===== src/rtl/sched_ws.sv =====
// sched_ws: parametrised instruction phase scheduler for the CPU core.
// Rotates a one-hot phase strobe, stretches memory phases until the bus is
// ready (bounded by TIMEOUT), and supports run / halt / single-step control.
// Ports:
//   clk, reset      - system clock, synchronous active-high reset
//   run             - 1 = free-run, 0 = stop at next instruction boundary
//   step            - one-cycle pulse, starts one instruction when halted
//   mem_use         - current instruction uses memory in its data phases
//   mbus_ready      - memory completes the current access this cycle
//   ph / ph_idx     - one-hot / binary active phase (ph is 0 when halted)
//   ph_en           - last cycle of the active phase
//   halted          - scheduler is halted
//   bus_err         - pulse on a timeout-forced phase advance
//   clk_stat        - {fetch phase active, waiting, halted}
//   cyc_cnt         - active cycles since reset (wraps)
//   inst_cnt        - completed instructions since reset (wraps)
module sched_ws #(
  parameter int unsigned      NPH      = 4,
  parameter logic [NPH-1:0]   MEM_MASK = NPH'(4'b0101),
  parameter int unsigned      TIMEOUT  = 15,
  parameter int unsigned      CNTW     = 32
) (
  input  logic            clk,
  input  logic            reset,
  input  logic            run,
  input  logic            step,
  input  logic            mem_use,
  input  logic            mbus_ready,
  output logic [NPH-1:0]  ph,
  output logic [2:0]      ph_idx,
  output logic            ph_en,
  output logic            halted,
  output logic            bus_err,
  output logic [2:0]      clk_stat,
  output logic [CNTW-1:0] cyc_cnt,
  output logic [CNTW-1:0] inst_cnt
);

  localparam logic [7:0] MASK8 = 8'(MEM_MASK);
  localparam logic [7:0] TO8   = 8'(TIMEOUT);
  localparam logic [2:0] LAST  = 3'(NPH - 1);

  typedef enum logic {S_HALT, S_ACTIVE} state_t;

  state_t          r_state;
  state_t          w_state_nxt;
  logic [2:0]      r_phase;
  logic [2:0]      w_phase_nxt;
  logic            r_step_mode;
  logic            w_step_mode_nxt;
  logic [7:0]      r_wait;
  logic [7:0]      w_wait_nxt;
  logic [CNTW-1:0] r_cyc_cnt;
  logic [CNTW-1:0] r_inst_cnt;

  logic w_active;
  logic w_need;
  logic w_waiting;
  logic w_ph_en;
  logic w_last;

  // Phase stretch decision: fetch always needs the bus, other masked phases
  // only for ld/st instructions; the wait counter bounds the stretch.
  assign w_active  = (r_state == S_ACTIVE);
  assign w_need    = w_active & MASK8[r_phase] & ((r_phase == 3'd0) | mem_use);
  assign w_waiting = w_need & ~mbus_ready & (r_wait < TO8);
  assign w_ph_en   = w_active & ~w_waiting;
  assign w_last    = (r_phase == LAST);

  assign ph       = w_active ? (NPH'(1) << r_phase) : '0;
  assign ph_idx   = r_phase;
  assign ph_en    = w_ph_en;
  assign halted   = ~w_active;
  assign bus_err  = w_ph_en & w_need & ~mbus_ready;
  assign clk_stat = {w_active & (r_phase == 3'd0), w_waiting, ~w_active};
  assign cyc_cnt  = r_cyc_cnt;
  assign inst_cnt = r_inst_cnt;

  // Next-state: HALT leaves on run (priority) or step; ACTIVE only stops at
  // the end of the last phase so an instruction is never truncated.
  always_comb begin
    w_state_nxt     = r_state;
    w_phase_nxt     = r_phase;
    w_step_mode_nxt = r_step_mode;
    w_wait_nxt      = r_wait;
    case (r_state)
      S_HALT: begin
        w_phase_nxt = 3'd0;
        if (run) begin
          w_state_nxt     = S_ACTIVE;
          w_step_mode_nxt = 1'b0;
        end else if (step) begin
          w_state_nxt     = S_ACTIVE;
          w_step_mode_nxt = 1'b1;
        end
      end
      S_ACTIVE: begin
        if (w_waiting) begin
          w_wait_nxt = r_wait + 8'd1;
        end
        if (w_ph_en) begin
          w_wait_nxt = 8'd0;
          if (!w_last) begin
            w_phase_nxt = r_phase + 3'd1;
          end else begin
            w_phase_nxt = 3'd0;
            if (!(run && !r_step_mode)) begin
              w_state_nxt = S_HALT;
            end
          end
        end
      end
      default: begin
        w_state_nxt = S_HALT;
        w_phase_nxt = 3'd0;
      end
    endcase
  end

  // State and counter registers.
  always_ff @(posedge clk) begin
    if (reset) begin
      r_state     <= S_HALT;
      r_phase     <= 3'd0;
      r_step_mode <= 1'b0;
      r_wait      <= 8'd0;
      r_cyc_cnt   <= '0;
      r_inst_cnt  <= '0;
    end else begin
      r_state     <= w_state_nxt;
      r_phase     <= w_phase_nxt;
      r_step_mode <= w_step_mode_nxt;
      r_wait      <= w_wait_nxt;
      if (w_active) begin
        r_cyc_cnt <= r_cyc_cnt + CNTW'(1);
      end
      if (w_ph_en && w_last) begin
        r_inst_cnt <= r_inst_cnt + CNTW'(1);
      end
    end
  end

endmodule


===== config.mk =====
export PLATFORM = sky130hd
export DESIGN_NAME = sched_ws
export DESIGN_NICKNAME = d
export VERILOG_FILES = /design/src/rtl/sched_ws.sv
export SDC_FILE = /design/constraint.sdc
export NUM_CORES = 1
export LEC_CHECK = 0
export CELL_PAD_IN_SITES_DETAIL_PLACEMENT = 0
export CELL_PAD_IN_SITES_GLOBAL_PLACEMENT = 1
export CORE_UTILIZATION = 42
export DETAILED_ROUTE_END_ITERATION = 10
export DONT_BUFFER_PORTS = 1
export GPL_TIMING_DRIVEN = 0
export PLACE_DENSITY = 0.73
export RECOVER_POWER = 50
export SETUP_SLACK_MARGIN = 0.3
export SLEW_MARGIN = 25
export SYNTH_ARGS = -nofsm -noshare
export SYNTH_HDL_FRONTEND = slang
export SYNTH_SLANG_ARGS = --single-unit

===== constraint.sdc =====
create_clock -name clk -period 2.15 [get_ports clk]
set_input_delay 0.645 -clock clk [delete_from_list [all_inputs] [get_ports clk]]
set_output_delay 0.645 -clock clk [all_outputs]
set_load 0.01 [all_outputs]

==> key figures, run 1 <==
Logic synthesis
  – Top cells by instance count after synthesis: 78 x dfxtp_1, 58 x nor2_1, 38 x nand2_1
  – Yosys top cell by area: dfxtp_1
  – Share of the synthesized area in the top cell type: 42.0%
  – Net Count, Synth: between 400 and 500
  – Syn Inst Count: 442
  – Compound-cell area share of the yosys netlist: 12.8%
  – Xor/xnor share of the synthesized area: 9.90%
  – Adder-cell share of the synthesized area: ~2.4%
  – Main combinational cell family by area after synthesis: simple AND/OR/NAND/NOR gates
  – Count leader, synth: dfxtp_1
  – Synth area leaders: dfxtp_1 42%, nor2_1 5.9%, xor2_1 5.4%
  – Avg Cell Area, Syn: 8.41 µm²
  – Post-synthesis simple-gate area fraction: approximately 28%
  – Unique masters post-synth: 42
  – Multiplexer share of the synthesized area: less than 1%
  – Sequential area share after synthesis: 42.0%
  – Number of flops mapped to enable cells by yosys: 0
  – Ys Warns: 0
  – Ys flop type: dfxtp_1
  – Async set-reset flop share out of synthesis: 0%
  – Seq cells post-synth: 78
  – Syn Std Cell Area: 0.00372 mm²

Setup path
  – CP Data Required Time: 1.50 ns
  – Startpoint types: flip-flop
  – Crit path DAT: 1.76 ns
  – Critical Path, Cell by Cell: inv_4 > ha_4 > nor2b_4 > o2111ai_4 > or2_4 > clkbuf_16 > clkinv_8 > buf_6
  – CP Max Fanout: 6
  – Crit path largest cell delay: 0.39 ns
  – Slowest CP cell: dfxtp_4
  – Setup Crit Path Kind: reg2out
  – Worst R2R End: ph_idx[0]
  – FF-to-FF setup slack: -0.20 ns
  – Path depth of the worst reg2reg path: 13
  – Worst setup EP type: primary output
  – Reg2reg start: ph_idx[0]

STA
  – Sum of negative setup slack: -1.37 ns
  – Clock Skew: between 0.01 and 0.015 ns
  – Minimum clock period: 2.41 ns
  – RSZ-0062 raised after global routing: yes
  – Final Hold Violating Endpoints: 0
  – Period utilization: 112%
  – # setup viols final: 13
  – Slew @ Worst Pin: between 0.7 and 0.8 ns
  – Setup WS post-layout: -0.258 ns
  – Max-slew headroom: between 40% and 50%
  – Fmax: 415 MHz
  – Slew Viols, Final: 0

CTS
  – Clk pin slew, worst setup/hold paths: 0.07 ns
  – Post-CTS Hold Buffers: 0
  – Num Clock Sinks: 78
  – CTS H-tree depth: 3
  – Latest clock arrival within the worst-skew pair: 0.36 ns
  – Num CTS Buffers: 9
  – Clk buf depth: 2
  – Root buf cell: clkbuf_8
  – TritonCTS clock tree: done

Drt
  – 1st-iter DRT viols: 107
  – DR DRC count: 0
  – Drt total wl: 10000 µm
  – WL/cell: between 15 and 20 µm
  – Total number of vias: 3367
  – Final ANT Viol Nets: 0
  – Initial DRT Pass Iterations: 4
  – Via/cell ratio: 5.68

Layout
  – Layout cell share with drive strength beyond 1: ~25%
  – Antenna fix cells: 0
  – Synthesis-to-layout area growth: 25.5%
  – Final Util: between 50 and 60%
  – Fin nets: 496

Placement
  – GP Congestion: 0.799
  – DP Worst Slack: -0.241 ns
  – HPWL after DPL: 6610 µm
  – # port buffers: 0

Die
  – Die height: 96.1 µm
  – Core ar.: 0.00838 mm²
  – Site Rows: 33
  – Initial core utilization: 44.3%
  – Die width: between 90 and 100 µm
  – I/O pin total: 83
  – Die ar.: 0.00923 mm²

Global route
  – First-pass GRT wire length: about 15000 µm
  – Largest net degree at the start of global routing: 14
  – Number of global-route vias before repair: about 3.1k
  – Tot GR Track Use: 21.5%
  – Initial antenna violation count: 0
  – Overflow after GRT: 0

Pwr
  – Power per Cell Area: about 600 mW/mm²
  – VDD IR max: 0.000301 V
  – Leakage: between 1.5 and 2 nW

Run
  – MaxCap Viol Count: 0

Worst hold path
  – Hold worst-path end: r_step_mode
  – Hold Path Stages: 1
  – HP Start: run
  – Min-Delay Path Class: in2reg

Outcome
  – Status: finished, violations left
  – Failing checks: setup timing
[critical path, delay by kind of cell, from the launching register on]
kind            cells  cell delay (ns)
simple gates        2             0.40
fa+ha+maj           1             0.12
flops               1             0.39
compound gates      1             0.14
buf+inv             4             0.37
[per-stage QoR]
stage	power, mW	instance area (µm²)	hold slack [ns]	cells
final	2.79	4660	0.390	593
after CTS	2.78	4480	0.381	582
after floorplan	1.60	3830	0.438	442
after global routing	2.90	4660	0.375	593
after detailed placement	1.64	3960	0.469	547
after global placement	1.64	3960	0.460	547
[state kept, by name (all words and copies together) (netlist names), named ones only]
| signal | count |
|---|---|
| r_step_mode | 1 |
| inst_cnt | 32 |
| cyc_cnt | 32 |
| r_state | 1 |
| ph_idx | 3 |
| r_wait | 8 |
[area by class of cell]
class | count | area, µm²
tap | 105 | 131
multi-input combinational | 327 | 2220
buffer | 24 | 201
timing repair buffer | 30 | 263
inverter | 13 | 73.8
clock buffer | 10 | 138
sequential | 78 | 1570
fill | 792 | 3720
clock inverter | 6 | 60.1
[cells by family after synthesis]
family | count (synthesis)
adder cells (fa/ha/maj) | 7
AO/OA/AOI/OAI | 76
XOR/XNOR | 42
AND/OR/NAND/NOR | 201
multiplexers | 1
flip-flops | 78
buffers and inverters | 37
[layer usage]
layer / routed length (µm) / track usage, % / up-vias
met5: 0 / 0 / -
met4: 90 / 5.47 / 0
met3: 508 / 6.48 / 7
met2: 4780 / 34.0 / 69
met1: 4620 / 28.4 / 1629
li1: - / - / 1662
[worst max path at each step]
stage | slack [ns] | to | startpoint
finish | -0.26 | clk_stat[1] | ph_idx[0]
global route | -0.34 | clk_stat[1] | ph_idx[1]
CTS | -0.27 | clk_stat[1] | ph_idx[1]
detailed placement | -0.24 | inst_cnt[4] | r_wait[6]
global placement | -0.24 | inst_cnt[15] | r_wait[6]
floorplan | 0.11 | clk_stat[1] | ph_idx[0]
[where the power goes]
group | leakage (nW) | switching (mW) | internal [mW]
sequential | 0.632 | 0.0209 | 1.46
clock | 0.106 | 0.553 | 0.565
combinational | 0.821 | 0.107 | 0.0885
[cells in the final DEF, fill, tap and decap left out, types with 4 or more instances in the layout]
cell type	count
nor2_1	50
clkbuf_8	13
nand3_1	15
buf_4	23
and4_1	7
nor3_1	11
or4_1	9
dfxtp_1	73
xor2_1	23
o31ai_1	12
clkbuf_1	8
buf_6	10
xnor2_1	19
and3_1	5
a21oi_2	9
inv_1	8
ha_1	6
o21ai_0	11
o2111ai_1	7
nand4_1	16
or4_4	4
nand2_1	36
or3_1	11
nor2_2	5
a21oi_1	21
nor4_1	4
[repair_timing]
action	in CTS	in global routing
resized for setup	55	49
buffers inserted	18	10
setup endpoints to repair	68	60
cloned	1	1
pin swaps	9	18
Power figures use the tool's default switching activity.
==> inputs of run 2 (changes only) <==
Settings changed: CELL_PAD_IN_SITES_DETAIL_PLACEMENT 0 to unset, CELL_PAD_IN_SITES_GLOBAL_PLACEMENT 1 to unset, CORE_UTILIZATION 42 to 57.
==> run 2 against run 1 <==
The flow still finishes with violations (setup timing). Clock power grew 4%. Via count up 2.0%. Sequential share of layout area up 1.7 points. Clock skew decreased by 0.0021 ns. Sequential power about the same. Count of clock-buffer cells in the layout increased by 1. Die area fell by 26%. Cell count down 5.9%. Maximum frequency shrank 0.49%. Largest cell class unchanged. Core utilization is 17 points higher. Global-route usage rose by 5.3 points. Power increased by 0.35%.
==> key figures, run 2 (synthesized netlist as in run 1, its figures left out) <==
STA
  – Slew @ Worst Pin: 0.569 ns
  – Hold WS: around 0.38 ns
  – Minimum clock period: between 2 and 2.5 ns
  – Final Hold Violating Endpoints: 0
  – # setup viols final: 10
  – Setup WS post-layout: -0.270 ns
  – Clock Skew: ~0.011 ns
  – Max-slew headroom: 62.0%
  – Fmax: 413 MHz
  – Period utilization: 113%
  – Slew Viols, Final: 0
  – RSZ-0062 raised after global routing: yes

Placement
  – GP Congestion: 0.824
  – HPWL after DPL: 6030 µm
  – DP Worst Slack: -0.116 ns
  – Cells after DPL: 519
  – Dpl cell area: 0.00392 mm²
  – # port buffers: 0

Layout
  – Synthesis-to-layout area growth: 23.7%
  – Area occupied by multi-input gates: 0.00222 mm²
  – Final Util: between 70 and 80%
  – Filler cells: 470
  – Register area: 0.00163 mm²
  – Final std cells w/o fill: 558
  – Final Instance Area: 0.00460 mm²
  – Most common cell after layout, fill and taps aside: nor2_1
  – Layout cell share with drive strength beyond 1: 28.3%
  – Most frequent cells in the layout: 51 x nor2_1, 47 x dfxtp_1, 38 x nand2_1
  – Fin nets: 489
  – Antenna fix cells: 0

Setup path
  – CP Max Fanout: 5
  – Startpoint types: flip-flop
  – Crit path largest cell delay: between 0.3 and 0.4 ns
  – Slowest CP cell: dfxtp_4
  – Crit path DAT: 1.78 ns
  – CP Buf/Inv Count: 4
  – Setup Crit Path Kind: reg2out
  – Critical Path, Cell by Cell: inv_4 > ha_4 > nor2b_4 > o2111ai_4 > or2_4 > clkbuf_16 > inv_8 > buf_6
  – Worst setup EP type: primary output
  – Delay-heaviest family, CP: simple AND/OR/NAND/NOR gates
  – CP Data Required Time: 1.50 ns

Die
  – Site Rows: 29
  – Die ar.: 0.00685 mm²
  – Core ar.: 0.00631 mm²
  – I/O pin total: 83
  – Initial core utilization: between 50% and 60%
  – Die height: 82.7 µm
  – Die width: 82.7 µm

Outcome
  – Failing checks: setup timing
  – Status: finished, violations left

Pwr
  – Power per Cell Area: 609 mW/mm²
  – Logic pwr share: 6.3%
  – VDD IR max: 0.000454 V
  – Sequential Power Share: 52.3%
  – Sw Ratio: 24.0%
  – NetSw: 0.672 mW
  – P_int: 2.13 mW
  – Leakage: 1.52 nW
  – Clk pwr share: 41.3%

CTS
  – TritonCTS clock tree: done
  – Num CTS Buffers: 9
  – Num Clock Sinks: 78
  – Clk pin slew, worst setup/hold paths: about 0.08 ns
  – Clk buf depth: 2
  – Latest clock arrival within the worst-skew pair: 0.36 ns
  – Post-CTS Hold Buffers: 0
  – Root buf cell: clkbuf_8
  – CTS H-tree depth: 3

Drt
  – Final ANT Viol Nets: 0
  – 1st-iter DRT viols: 149
  – Initial DRT Pass Iterations: 4
  – WL/cell: around 17 µm
  – Via/cell ratio: 6.15
  – DR DRC count: 0
  – Drt total wl: 9610 µm
  – Total number of vias: around 3.4k

Global route
  – Initial antenna violation count: 0
  – Overflow after GRT: 0
  – Tot GR Track Use: 26.8%
  – First-pass GRT wire length: 13700 µm
  – Number of global-route vias before repair: 2959
  – Largest net degree at the start of global routing: 14

Worst hold path
  – Min-Delay Path Class: in2reg

Run
  – MaxCap Viol Count: 0
-- run 2: cell types whose count changed in the layout (fill, tap and decap cells not counted), sizes merged --
cell	change
buf	-7
clkbuf	+1
clkinvlp	+1
clkinv	-1
inv	-1
-- run 2: metal layers --
| metal | share of wire [%] | vias to the layer above | routed length [µm] | track usage (%) |
|---|---|---|---|---|
| li1 | - | 1650 | - | - |
| met1 | 45 | 1646 | 4340 | 33.9 |
| met2 | 47 | 122 | 4540 | 43.1 |
| met3 | 6.0 | 16 | 579 | 5.93 |
| met4 | 1.7 | 0 | 159 | 12.2 |
| met5 | 0 | - | 0 | 0 |
-- run 2: area by class of cell --
cell class | instances | area share (%)
Tap cell | 77 | 2.10
Inverter | 13 | 1.44
Clock inverter | 5 | 1.23
Sequential cell | 78 | 35.4
Multi-Input combinational cell | 327 | 48.3
Buffer | 24 | 4.27
Clock buffer | 11 | 3.32
Timing Repair Buffer | 23 | 3.95
-- run 2: per-stage QoR --
stage | setup TNS [ns] | total power, mW
floorplan | 0 | 1.60
global placement | -0.771 | 1.63
detailed placement | -0.899 | 1.63
CTS | -0.694 | 2.78
global route | -2.13 | 2.88
finish | -0.829 | 2.80
-- run 2: power by group through the flow --
stage	clock network, mW	registers, mW	logic, mW
3_3_place_gp	0	1.50	0.130
6_report	1.16	1.46	0.178
4_1_cts	1.16	1.46	0.153
2_1_floorplan	0	1.50	0.105
3_5_place_dp	0	1.50	0.131
5_1_grt	1.22	1.47	0.190
-- run 2: final timing paths --
check	cells past startpoint	start	to	slack, ns
setup / recovery	8	ph_idx[1]	clk_stat[1]	-0.27
hold reg to reg	2	inst_cnt[1]	inst_cnt[1]	0.51
hold / removal	1	run	r_step_mode	0.38
setup reg to reg	9	ph_idx[0]	inst_cnt[23]	-0.05
-- run 2: what timing repair did --
action | CTS | global route
pin swaps | 9 | 12
gates resized for setup | 47 | 44
setup endpoints to repair | 66 | 62
gates cloned | 0 | 2
buffers inserted | 11 | 10
